File: src/rtl/mips_pkg.sv
// mips_pkg: shared constants for the MIPS front end.
package mips_pkg;
  localparam logic [31:0] NOP_INST = 32'h0000_0000;
  localparam logic F_REQ = 1'b0;
  localparam logic F_HOLD = 1'b1;
  localparam int IMM_MSB = 15;
  localparam int TARGET_MSB = 25;
  function automatic logic [31:0] br_offset(input logic [31:0] inst);
    return {{(29 - IMM_MSB){inst[IMM_MSB]}}, inst[IMM_MSB:0], 2'b00};
  endfunction
endpackage

File: src/rtl/fetch_skid.sv
// fetch_skid: one-entry holding buffer for a fetched word acked while decode is stalled.
module fetch_skid (
  input  logic        clk,
  input  logic        rst,
  input  logic        i_load,
  input  logic        i_clear,
  input  logic [31:0] i_inst,
  input  logic [31:0] i_pc4,
  output logic [31:0] o_inst,
  output logic [31:0] o_pc4,
  output logic        o_full
);
  logic [31:0] r_inst;
  logic [31:0] r_pc4;
  logic        r_full;
  always_ff @(posedge clk or negedge rst)
    if (!rst) begin
      r_inst <= '0;
      r_pc4  <= '0;
      r_full <= 1'b0;
    end else if (i_clear) begin
      r_full <= 1'b0;
    end else if (i_load) begin
      r_inst <= i_inst;
      r_pc4  <= i_pc4;
      r_full <= 1'b1;
    end
  assign o_inst = r_inst;
  assign o_pc4  = r_pc4;
  assign o_full = r_full;
endmodule

File: src/rtl/fetch_stage.sv
// fetch_stage: variable-latency instruction fetch with IF/ID register and skid buffer.
module fetch_stage
  import mips_pkg::*;
(
  input  logic        clk,
  input  logic        rst,
  input  logic [31:0] pc,
  input  logic        d_stall,
  input  logic        flush,
  output logic        imem_req,
  output logic [31:0] imem_addr,
  input  logic        imem_ack,
  input  logic [31:0] imem_rdata,
  output logic        f_stall,
  output logic [31:0] fd_Inst,
  output logic        fd_valid,
  output logic [31:0] fd_pc_plus_4,
  output logic [25:0] fd_Inst_25_0,
  output logic [31:0] fd_br_signext_sl2
);
  logic        r_state;
  logic [31:0] r_inst;
  logic        r_valid;
  logic [31:0] r_pc4;
  logic [31:0] w_pc4;
  logic [31:0] w_sk_inst;
  logic [31:0] w_sk_pc4;
  logic        w_sk_full;
  logic        w_in_req;
  logic        w_take;
  logic        w_park;
  logic        w_drain;
  logic        w_unused_pc;
  assign w_unused_pc = ^pc[1:0];
  assign imem_addr = {pc[31:2], 2'b00};
  assign w_pc4     = imem_addr + 32'd4;
  assign w_in_req  = (r_state == F_REQ);
  assign w_take    = w_in_req & imem_ack & ~d_stall;
  assign w_park    = w_in_req & imem_ack & d_stall;
  assign w_drain   = (r_state == F_HOLD) & w_sk_full & ~d_stall;
  // rst gates the request so it drops while reset is held, not just after the edge
  assign imem_req  = rst & w_in_req;
  assign f_stall   = rst & w_in_req & ~imem_ack;
  fetch_skid u_skid (
    .clk     (clk),
    .rst     (rst),
    .i_load  (w_park & ~flush),
    .i_clear (flush | w_drain),
    .i_inst  (imem_rdata),
    .i_pc4   (w_pc4),
    .o_inst  (w_sk_inst),
    .o_pc4   (w_sk_pc4),
    .o_full  (w_sk_full)
  );
  // flush outranks capture: an ack in the flush cycle is dropped and refetched
  always_ff @(posedge clk or negedge rst)
    if (!rst) begin
      r_state <= F_REQ;
      r_inst  <= NOP_INST;
      r_valid <= 1'b0;
      r_pc4   <= '0;
    end else if (flush) begin
      r_state <= F_REQ;
      r_inst  <= NOP_INST;
      r_valid <= 1'b0;
    end else if (w_take) begin
      r_inst  <= imem_rdata;
      r_valid <= 1'b1;
      r_pc4   <= w_pc4;
    end else if (w_park) begin
      r_state <= F_HOLD;
    end else if (w_drain) begin
      r_state <= F_REQ;
      r_inst  <= w_sk_inst;
      r_valid <= 1'b1;
      r_pc4   <= w_sk_pc4;
    end
  assign fd_Inst           = r_inst;
  assign fd_valid          = r_valid;
  assign fd_pc_plus_4      = r_pc4;
  assign fd_Inst_25_0      = r_inst[TARGET_MSB:0];
  assign fd_br_signext_sl2 = br_offset(r_inst);
endmodule

File: config.mk
export PLATFORM = sky130hd
export DESIGN_NAME = fetch_stage
export DESIGN_NICKNAME = d
export VERILOG_FILES = /design/src/rtl/mips_pkg.sv /design/src/rtl/fetch_skid.sv /design/src/rtl/fetch_stage.sv
export SDC_FILE = /design/constraint.sdc
export NUM_CORES = 1
export LEC_CHECK = 0
export ABC_AREA = 1
export CELL_PAD_IN_SITES_DETAIL_PLACEMENT = 1
export CELL_PAD_IN_SITES_GLOBAL_PLACEMENT = 1
export CORE_ASPECT_RATIO = 0.5
export CORE_MARGIN = 10
export CORE_UTILIZATION = 34
export CTS_BUF_LIST = sky130_fd_sc_hd__clkbuf_16
export CTS_CLUSTER_DIAMETER = 40
export CTS_CLUSTER_SIZE = 40
export DETAILED_ROUTE_END_ITERATION = 16
export PLACE_DENSITY = 0.82
export SYNTH_ARGS = -nofsm -noshare
export SYNTH_HDL_FRONTEND = slang
export SYNTH_HIERARCHICAL = 1
export SYNTH_SLANG_ARGS = --single-unit
File: constraint.sdc
create_clock -name clk -period 1.55 [get_ports clk]
set_input_delay 0.31 -clock clk [delete_from_list [all_inputs] [get_ports clk]]
set_output_delay 0.31 -clock clk [all_outputs]
set_load 0.01 [all_outputs]
==> out/qor.json, run 1 <==
{
  "status": "complete, but fails checks",
  "failed_checks": "negative setup slack",
  "yosysUniqueCellTypes": 30,
  "remaining_drc_errors": 0,
  "clock_tree.buffer_depth": 2,
  "num_rows": 37,
  "post-synth-top-area-cell": "dfrtp_1",
  "postLayoutSetupSlackWorst_ns": -0.0388,
  "gr-usage-all-layers_pct": 19.0,
  "grt_setup_unrepaired": "yes",
  "design.die.area_um2": 28000,
  "arrival_ns": 1.88,
  "core_region_area_um2": 20800,
  "wl_met2_um": 16300,
  "power_per_cell_area_nw_per_um2": 1110,
  "clk_transition_reported_paths_ns": 0.06,
  "share_clk_of_total_power_pct": 35.1,
  "met1Wirelength_um": 11500,
  "postSynth.topFlopCell": "dfrtp_1",
  "clk_latency_ns": 0.42,
  "crit_path_end_kind": "register",
  "post-route-period-util_pct": 103,
  "grt_antenna_before_repair": 2,
  "route.vias.total": 7233,
  "synth_cells": 918,
  "tritoncts": "done",
  "worst_clock_skew_ns": 0.0106,
  "cts_htree_levels": 4,
  "tritoncts.num_buffers": 17,
  "timing.critical_path.required_ns": 1.84,
  "dieHeight_um": 123,
  "final_instance_area_um2": 10500,
  "power.switching_mw": 3.71,
  "yosys-top-cells-area": "dfrtp_1 (45%), nand2_1 (17%), buf_4 (11%), nand3_1 (6.3%), mux2i_1 (4.4%)",
  "yosysMostFrequentCell": "nand2_1",
  "port_buffers": 219,
  "final-max-slew-violation-count": 0,
  "kind_of_start_point_of_the_critical_path": "register",
  "layoutNonFillerInstCount": 1403,
  "globalRouteOverflowTotal": 0,
  "design.final.nets": 1187,
  "synth_common_cells": "nand2_1 (325), dfrtp_1 (131), buf_4 (103), nand3_1 (91), nor2_1 (57)",
  "hold_ws_ns": 0.00668,
  "synth_warnings": 6,
  "first_global_vias": 7691,
  "drt.antenna.violating_nets": 0,
  "layout-area-overhead-vs-synth_pct": 43.9,
  "timing.max_cap.violations": 0,
  "maximum_vdd_drop_mv": 0.636,
  "final_layout_size_suffix_gt1_share_pct": 17.4,
  "place_inst": 1355,
  "via_count_normalized_by_instance_count": 5.16,
  "setup_viol_count_final": 8,
  "wire_per_inst_um": 21.6,
  "dpl-instance-area_um2": 9590,
  "cell_internal_pwr_mw": 7.91,
  "routed.top_layer": "met4",
  "met3_length_um": 1650,
  "drt-initial-drc-count": 496,
  "place.detailed.hpwl_um": 19500,
  "mappedNetlistArea_um2": 7280,
  "globalplace.congestion": 0.864,
  "critPathKind": "register to register",
  "switching_share_of_power_pct": 31.9,
  "wirelength_um": 30300,
  "start_util_pct": 35.0,
  "timing.final.crit_period_ns": 1.59,
  "tritoncts_num_sinks": 131,
  "leakagePower_nw": 5.63,
  "seqPwrFrac_pct": 39.2,
  "floorplan.io_pins": 226,
  "yosys.area.top_type_share_pct": 45.1,
  "die_extent_in_x_um": 227,
  "synth.yosys.seq_area_share_pct": 45.1,
  "max_freq_ghz": 0.629,
  "ys_seq_elements": 131,
  "grt_first_pass_wirelength_um": 42200,
  "critPathMaxFanout": 8,
  "cts.root.buffer_cell": "clkbuf_16",
  "slew_headroom_pct": 50.4,
  "pwr-share-comb_pct": 25.8,
  "detailedRoute.firstPassIterationCount": 5,
  "postSynthAreaPerCell_um2": 7.93,
  "cts_hold_buffers": 0,
  "report.final.hold_viol_count": 0,
  "timing.hold.worst.class": "primary input to async pin",
  "number_of_flops_mapped_to_enable_cells_by_yosys": 0,
  "async_reset_ff_share_pct": 100,
  "grt_max_degree": 132,
  "tightest_slew_ns": 0.745
}
## metal layers
| layer | global-route usage [%] | up-vias |
|---|---|---|
| met5 | 0 | - |
| met4 | 7.79 | 0 |
| met3 | 3.66 | 59 |
| met2 | 35.8 | 240 |
| met1 | 20.9 | 3692 |
| li1 | - | 3242 |
## worst paths after layout
kind,slack [ns],start,end,cells past startpoint
worst max-delay path,-0.04,r_state$_DFFE_PN0P_,fd_pc_plus_4[26]$_DFFE_PN0P_,10
worst min-delay path,0.007,rst,fd_pc_plus_4[17]$_DFFE_PN0P_,2
worst max register to register,-0.04,r_state$_DFFE_PN0P_,fd_pc_plus_4[26]$_DFFE_PN0P_,10
worst min register to register,0.47,u_skid/o_inst[0]$_DFFE_PN0P_,u_skid/o_inst[0]$_DFFE_PN0P_,2
max in group asynchronous,0.94,rst,fd_Inst[15]$_DFFE_PN0P_,2
min in group clk,0.40,pc[21],u_skid/o_pc4[21]$_DFFE_PN0P_,5
## power groups by stage
| stage | Clock, mW | Sequential [mW] | Combinational (mW) |
|---|---|---|---|
| final | 4.07 | 4.55 | 2.99 |
| after global routing | 4.28 | 4.62 | 3.26 |
| after CTS | 4.09 | 4.53 | 2.90 |
| after detailed placement | 0 | 4.61 | 3.19 |
| after global placement | 0 | 4.56 | 3.07 |
| after floorplan | 0 | 4.63 | 1.48 |
## critical path, stage by stage (launching register included)
cell	delay (ns)
dfrtp_1	0.38
buf_6	0.14
inv_4	0.05
nand3_4	0.11
nand3_4	0.11
nand2_8	0.14
clkinv_8	0.11
buf_12	0.15
o21a_1	0.12
nand2_1	0.08
nand2_1	0.08
## cell usage in the layout (no fill, tap or decap), types with 4 or more instances in the layout
cell type	Yosys	layout
dlymetal6s2s_1	0	11
buf_12	0	15
nand2_4	1	4
clkdlybuf4s50_1	0	42
buf_6	8	8
nor2_1	57	37
nor2_2	0	10
nand3_1	91	87
nand2_2	1	14
nor2_4	3	13
mux2i_1	32	31
a21oi_1	29	28
o21a_1	13	13
dlygate4sd2_1	0	143
nand3_2	2	4
conb_1	1	6
dfrtp_1	131	130
clkbuf_16	0	25
xor2_1	4	4
clkbuf_2	2	15
buf_4	103	59
nand2_1	325	308
o21ai_0	42	39
inv_1	37	40
## cell type report
cell class | count | area [um^2]
diodes | 2 | 5.00
clock buffers | 17 | 425
clock inverters | 13 | 148
fillers | 2472 | 10300
inverters | 41 | 169
multi-input cells | 618 | 3130
flip-flops and latches | 131 | 3280
well taps | 273 | 342
repair buffers | 308 | 2980
## stage by stage
step	setup WS (ns)	total power, mW	setup TNS [ns]	util (%)
6_report	-0.0388	11.6	-0.131	50.4
5_1_grt	-0.0857	12.2	-3.49	50.4
3_3_place_gp	-0.515	7.62	-55.39	46.2
2_1_floorplan	0.192	6.11	0	-
3_5_place_dp	-0.636	7.80	-62.00	46.2
4_1_cts	0.000355	11.5	0	48.9
## timing repair
action                     4_1_cts  5_1_grt
buffers inserted                 7        1
cloned                           0        9
resized for setup              232       68
pin swaps                       14       24
setup endpoints to repair      206      118
## kinds of logic after synthesis
| logic type | share of synthesized area [%] |
|---|---|
| flip-flops | 45.1 |
| AO/OA/AOI/OAI | 6.57 |
| AND/OR/NAND/NOR | 27.2 |
| multiplexers | 4.40 |
| buffers and inverters | 15.6 |
| XOR/XNOR | 0.963 |
| other | 0.0515 |
| adder cells (fa/ha/maj) | 0.172 |
## registers in the layout, summed over array words and instances, names as in the netlist
| register | count |
|---|---|
| fd_Inst | 32 |
| fd_pc_plus_4 | 32 |
| fd_valid | 1 |
| r_state | 1 |
| u_skid/o_full | 1 |
| u_skid/o_inst | 32 |
| u_skid/o_pc4 | 32 |
(Power assumes the default switching activity.)
==> run 2, diff against run 1 <==
--- a/config.mk
+++ b/config.mk
@@ -6,10 +6,11 @@
 export NUM_CORES = 1
 export LEC_CHECK = 0
 export ABC_AREA = 1
+export CAP_MARGIN = 20
 export CELL_PAD_IN_SITES_DETAIL_PLACEMENT = 1
 export CELL_PAD_IN_SITES_GLOBAL_PLACEMENT = 1
 export CORE_ASPECT_RATIO = 0.5
-export CORE_MARGIN = 10
+export CORE_MARGIN = 2
 export CORE_UTILIZATION = 34
 export CTS_BUF_LIST = sky130_fd_sc_hd__clkbuf_16
 export CTS_CLUSTER_DIAMETER = 40
==> out/qor.json, run 2 (synthesized netlist as in run 1, its figures left out) <==
{
  "design.final.nets": {"value": 1178, "change": "-0.76%"},
  "arrival": {"value": 1.86, "unit": "ns", "change": "-0.02 ns"},
  "status": "complete, but fails checks",
  "detailedRoute.firstPassIterationCount": {"value": 5, "change": "unchanged"},
  "via_count_normalized_by_instance_count": {"value": 4.99, "change": "-3.3%"},
  "wire_per_inst": {"value": 18.4, "unit": "um", "change": "-15%"},
  "tritoncts.num_buffers": {"value": 17, "change": "unchanged"},
  "clock_tree.buffer_depth": {"value": 2, "change": "unchanged"},
  "leakagePower": {"value": 5.49, "unit": "nW", "change": "-2.4%"},
  "start_util": {"value": 35.0, "unit": "%", "change": "unchanged"},
  "drt.antenna.violating_nets": {"value": 0, "change": "unchanged"},
  "slowest_delay": {"value": 0.40, "unit": "ns", "change": "+0.02 ns"},
  "grt_setup_unrepaired": "yes",
  "report.final.hold_viol_count": {"value": 7, "change": "+7"},
  "core_region_area": {"value": 20800, "unit": "um^2", "change": "unchanged"},
  "layout.core_utilization": {"value": 48.8, "unit": "%", "change": "-1.5 points"},
  "kind_of_start_point_of_the_critical_path": "register",
  "critical_path.cell_chain": "buf_6 > inv_2 > nand3_2 > nor2_4 > nand2_4 > buf_12 > nand2_1 > nand2_1",
  "wirelength": {"value": 25600, "unit": "um", "change": "-16%"},
  "first_global_vias": {"value": 7583, "change": "-1.4%"},
  "postLayoutSetupSlackWorst": {"value": -0.0257, "unit": "ns", "change": "+0.0131 ns"},
  "mostFrequentLayoutCell": "nand2_1",
  "max_freq": {"value": 0.635, "unit": "GHz", "change": "+0.83%"},
  "critPathMaxFanout": {"value": 28, "change": "+20"},
  "num_rows": {"value": 37, "change": "unchanged"},
  "port_buffers": {"value": 219, "change": "unchanged"},
  "final_cell_mix": "nand2_1 (314), dlygate4sd2_1 (131), dfrtp_1 (130)",
  "clk_transition_reported_paths": {"value": 0.06, "unit": "ns", "change": "about the same"},
  "clk_latency": {"value": 0.41, "unit": "ns", "change": "about the same"},
  "die_extent_in_x": {"value": 211, "unit": "um", "change": "-7.1%"},
  "cts.root.buffer_cell": "clkbuf_16",
  "tightest_slew": {"value": 0.768, "unit": "ns", "change": "+0.0239 ns"},
  "path_buf_inv": {"value": 3, "change": "-1"},
  "floorplan.io_pins": {"value": 226, "change": "unchanged"},
  "timing.hold.worst.class": "primary input to async pin",
  "design.die.area": {"value": 22700, "unit": "um^2", "change": "-19%"},
  "globalRouteOverflowTotal": {"value": 0, "change": "unchanged"},
  "antenna_cells": {"value": 0, "change": "-2"},
  "timing.critical_path.required": {"value": 1.84, "unit": "ns", "change": "about the same"},
  "timing.final.crit_period": {"value": 1.58, "unit": "ns", "change": "-0.0131 ns"},
  "library_cell_appearing_most_often_on_the_critical_path": "nand2_1",
  "power_per_cell_area": {"value": 1100, "unit": "nW/um^2", "change": "-1.1%"},
  "setup_viol_count_final": {"value": 1, "change": "-7"},
  "timing.max_cap.violations": {"value": 0, "change": "unchanged"},
  "worst_clock_skew": {"value": 0.00544, "unit": "ns", "change": "-0.00518 ns"},
  "post-layout-total-power": {"value": 11.1, "unit": "mW", "change": "-4.1%"},
  "failed_checks": "negative hold slack, negative setup slack",
  "drt-initial-drc-count": {"value": 449, "change": "-9.5%"},
  "maximum_vdd_drop": {"value": 0.552, "unit": "mV", "change": "-13%"},
  "dieHeight": {"value": 107, "unit": "um", "change": "-13%"},
  "tritoncts_num_sinks": {"value": 131, "change": "unchanged"},
  "place.detailed.hpwl": {"value": 17300, "unit": "um", "change": "-11%"},
  "layoutNonFillerInstCount": {"value": 1392, "change": "-0.78%"},
  "post-route-period-util": {"value": 102, "unit": "%", "change": "-0.85 points"},
  "hold_ws": {"value": -0.0222, "unit": "ns", "change": "-0.0289 ns"},
  "cts_hold_buffers": {"value": 0, "change": "unchanged"},
  "dpl-instance-area": {"value": 9480, "unit": "um^2", "change": "-1.1%"},
  "route.vias.total": {"value": 6943, "change": "-4.0%"},
  "place_inst": {"value": 1352, "change": "-0.22%"},
  "critPathKind": "register to register",
  "cp_top_family": "simple AND/OR/NAND/NOR gates",
  "grt_max_degree": {"value": 132, "change": "unchanged"},
  "cts_htree_levels": {"value": 4, "change": "unchanged"},
  "grt_first_pass_wirelength": {"value": 39300, "unit": "um", "change": "-6.9%"},
  "layout-area-overhead-vs-synth_pct": 39.6,
  "slowest_stage": "dfrtp_1",
  "globalplace.congestion": {"value": 0.855, "change": "-1.1%"},
  "gr-usage-all-layers": {"value": 22.1, "unit": "%", "change": "+3.1 points"},
  "grt_antenna_before_repair": {"value": 0, "change": "-2"},
  "remaining_drc_errors": {"value": 0, "change": "unchanged"},
  "slew_headroom": {"value": 48.8, "unit": "%", "change": "-1.6 points"},
  "tritoncts": "done",
  "final-max-slew-violation-count": {"value": 0, "change": "unchanged"},
  "final_instance_area": {"value": 10200, "unit": "um^2", "change": "-3.0%"},
  "crit_path_end_kind": "register",
  "final_layout_size_suffix_gt1_share": {"value": 16.1, "unit": "%", "change": "-1.3 points"}
}
==> run 2: cell count changes in the layout (fill, tap and decap cells not counted), sizes merged <==
cell / change
diode: -2
clkbuf: -5
dlygate4sd2: -12
dlymetal6s2s: +3
clkinv: +4
clkinvlp: -3
clkdlybuf4s15: +5
buf: -4
clkdlybuf4s50: +4
bufinv: -1
==> run 2: layout make-up <==
| type | instances | area, um^2 |
|---|---|---|
| inverters | 41 | 174 |
| clock buffers | 17 | 425 |
| flip-flops and latches | 131 | 3280 |
| repair buffers | 299 | 2730 |
| multi-input cells | 618 | 3100 |
| fillers | 2507 | 10600 |
| clock inverters | 13 | 104 |
| well taps | 273 | 342 |
==> run 2: where the power goes <==
group	internal (mW)	leakage, nW	switching, mW	total [mW]
registers	4.10	1.66	0.461	4.56
clock network	2.29	0.271	1.46	3.75
logic	1.28	3.56	1.55	2.83
==> run 2: worst paths after layout <==
check,slack (ns),cells after the start,start,to
worst max-delay path,-0.03,8,r_state$_DFFE_PN0P_,u_skid/o_pc4[6]$_DFFE_PN0P_
worst min-delay path,-0.02,2,rst,u_skid/o_pc4[11]$_DFFE_PN0P_
worst max register to register,-0.03,8,r_state$_DFFE_PN0P_,u_skid/o_pc4[6]$_DFFE_PN0P_
worst min register to register,0.47,2,u_skid/o_inst[17]$_DFFE_PN0P_,u_skid/o_inst[17]$_DFFE_PN0P_
max in group asynchronous,0.91,2,rst,fd_Inst[15]$_DFFE_PN0P_
min in group clk,0.40,5,pc[21],u_skid/o_pc4[21]$_DFFE_PN0P_
==> run 2: worst reg2reg max path: cells and delay by family (launching register included) <==
kind | cells | cell delay [ns]
buffers and inverters | 3 | 0.41
DFF | 1 | 0.40
and+or+nand+nor | 5 | 0.66
==> run 2: metrics by stage <==
| step | TNS [ns] | worst slack (ns) |
|---|---|---|
| final | -0.0257 | -0.0257 |
| after global routing | -2.26 | -0.0716 |
| after CTS | -0.131 | -0.0327 |
| after detailed placement | -51.30 | -0.671 |
| after global placement | -44.00 | -0.541 |
| after floorplan | 0 | 0.192 |
==> run 2: layer usage <==
metal / up-vias / wire, um / part of all wire, % / global-route usage (%)
met5: - / 0 / 0 / 0
met4: 0 / 563 / 2.2 / 7.75
met3: 50 / 1150 / 4.5 / 4.61
met2: 200 / 13500 / 53 / 42.0
met1: 3475 / 10300 / 40 / 24.7
li1: 3218 / - / - / -
==> run 2: timing repair <==
item	in CTS	in global routing
pin swaps	5	8
cloned	0	2
setup buffers	8	0
setup endpoints to repair	197	113
gates resized for setup	219	79
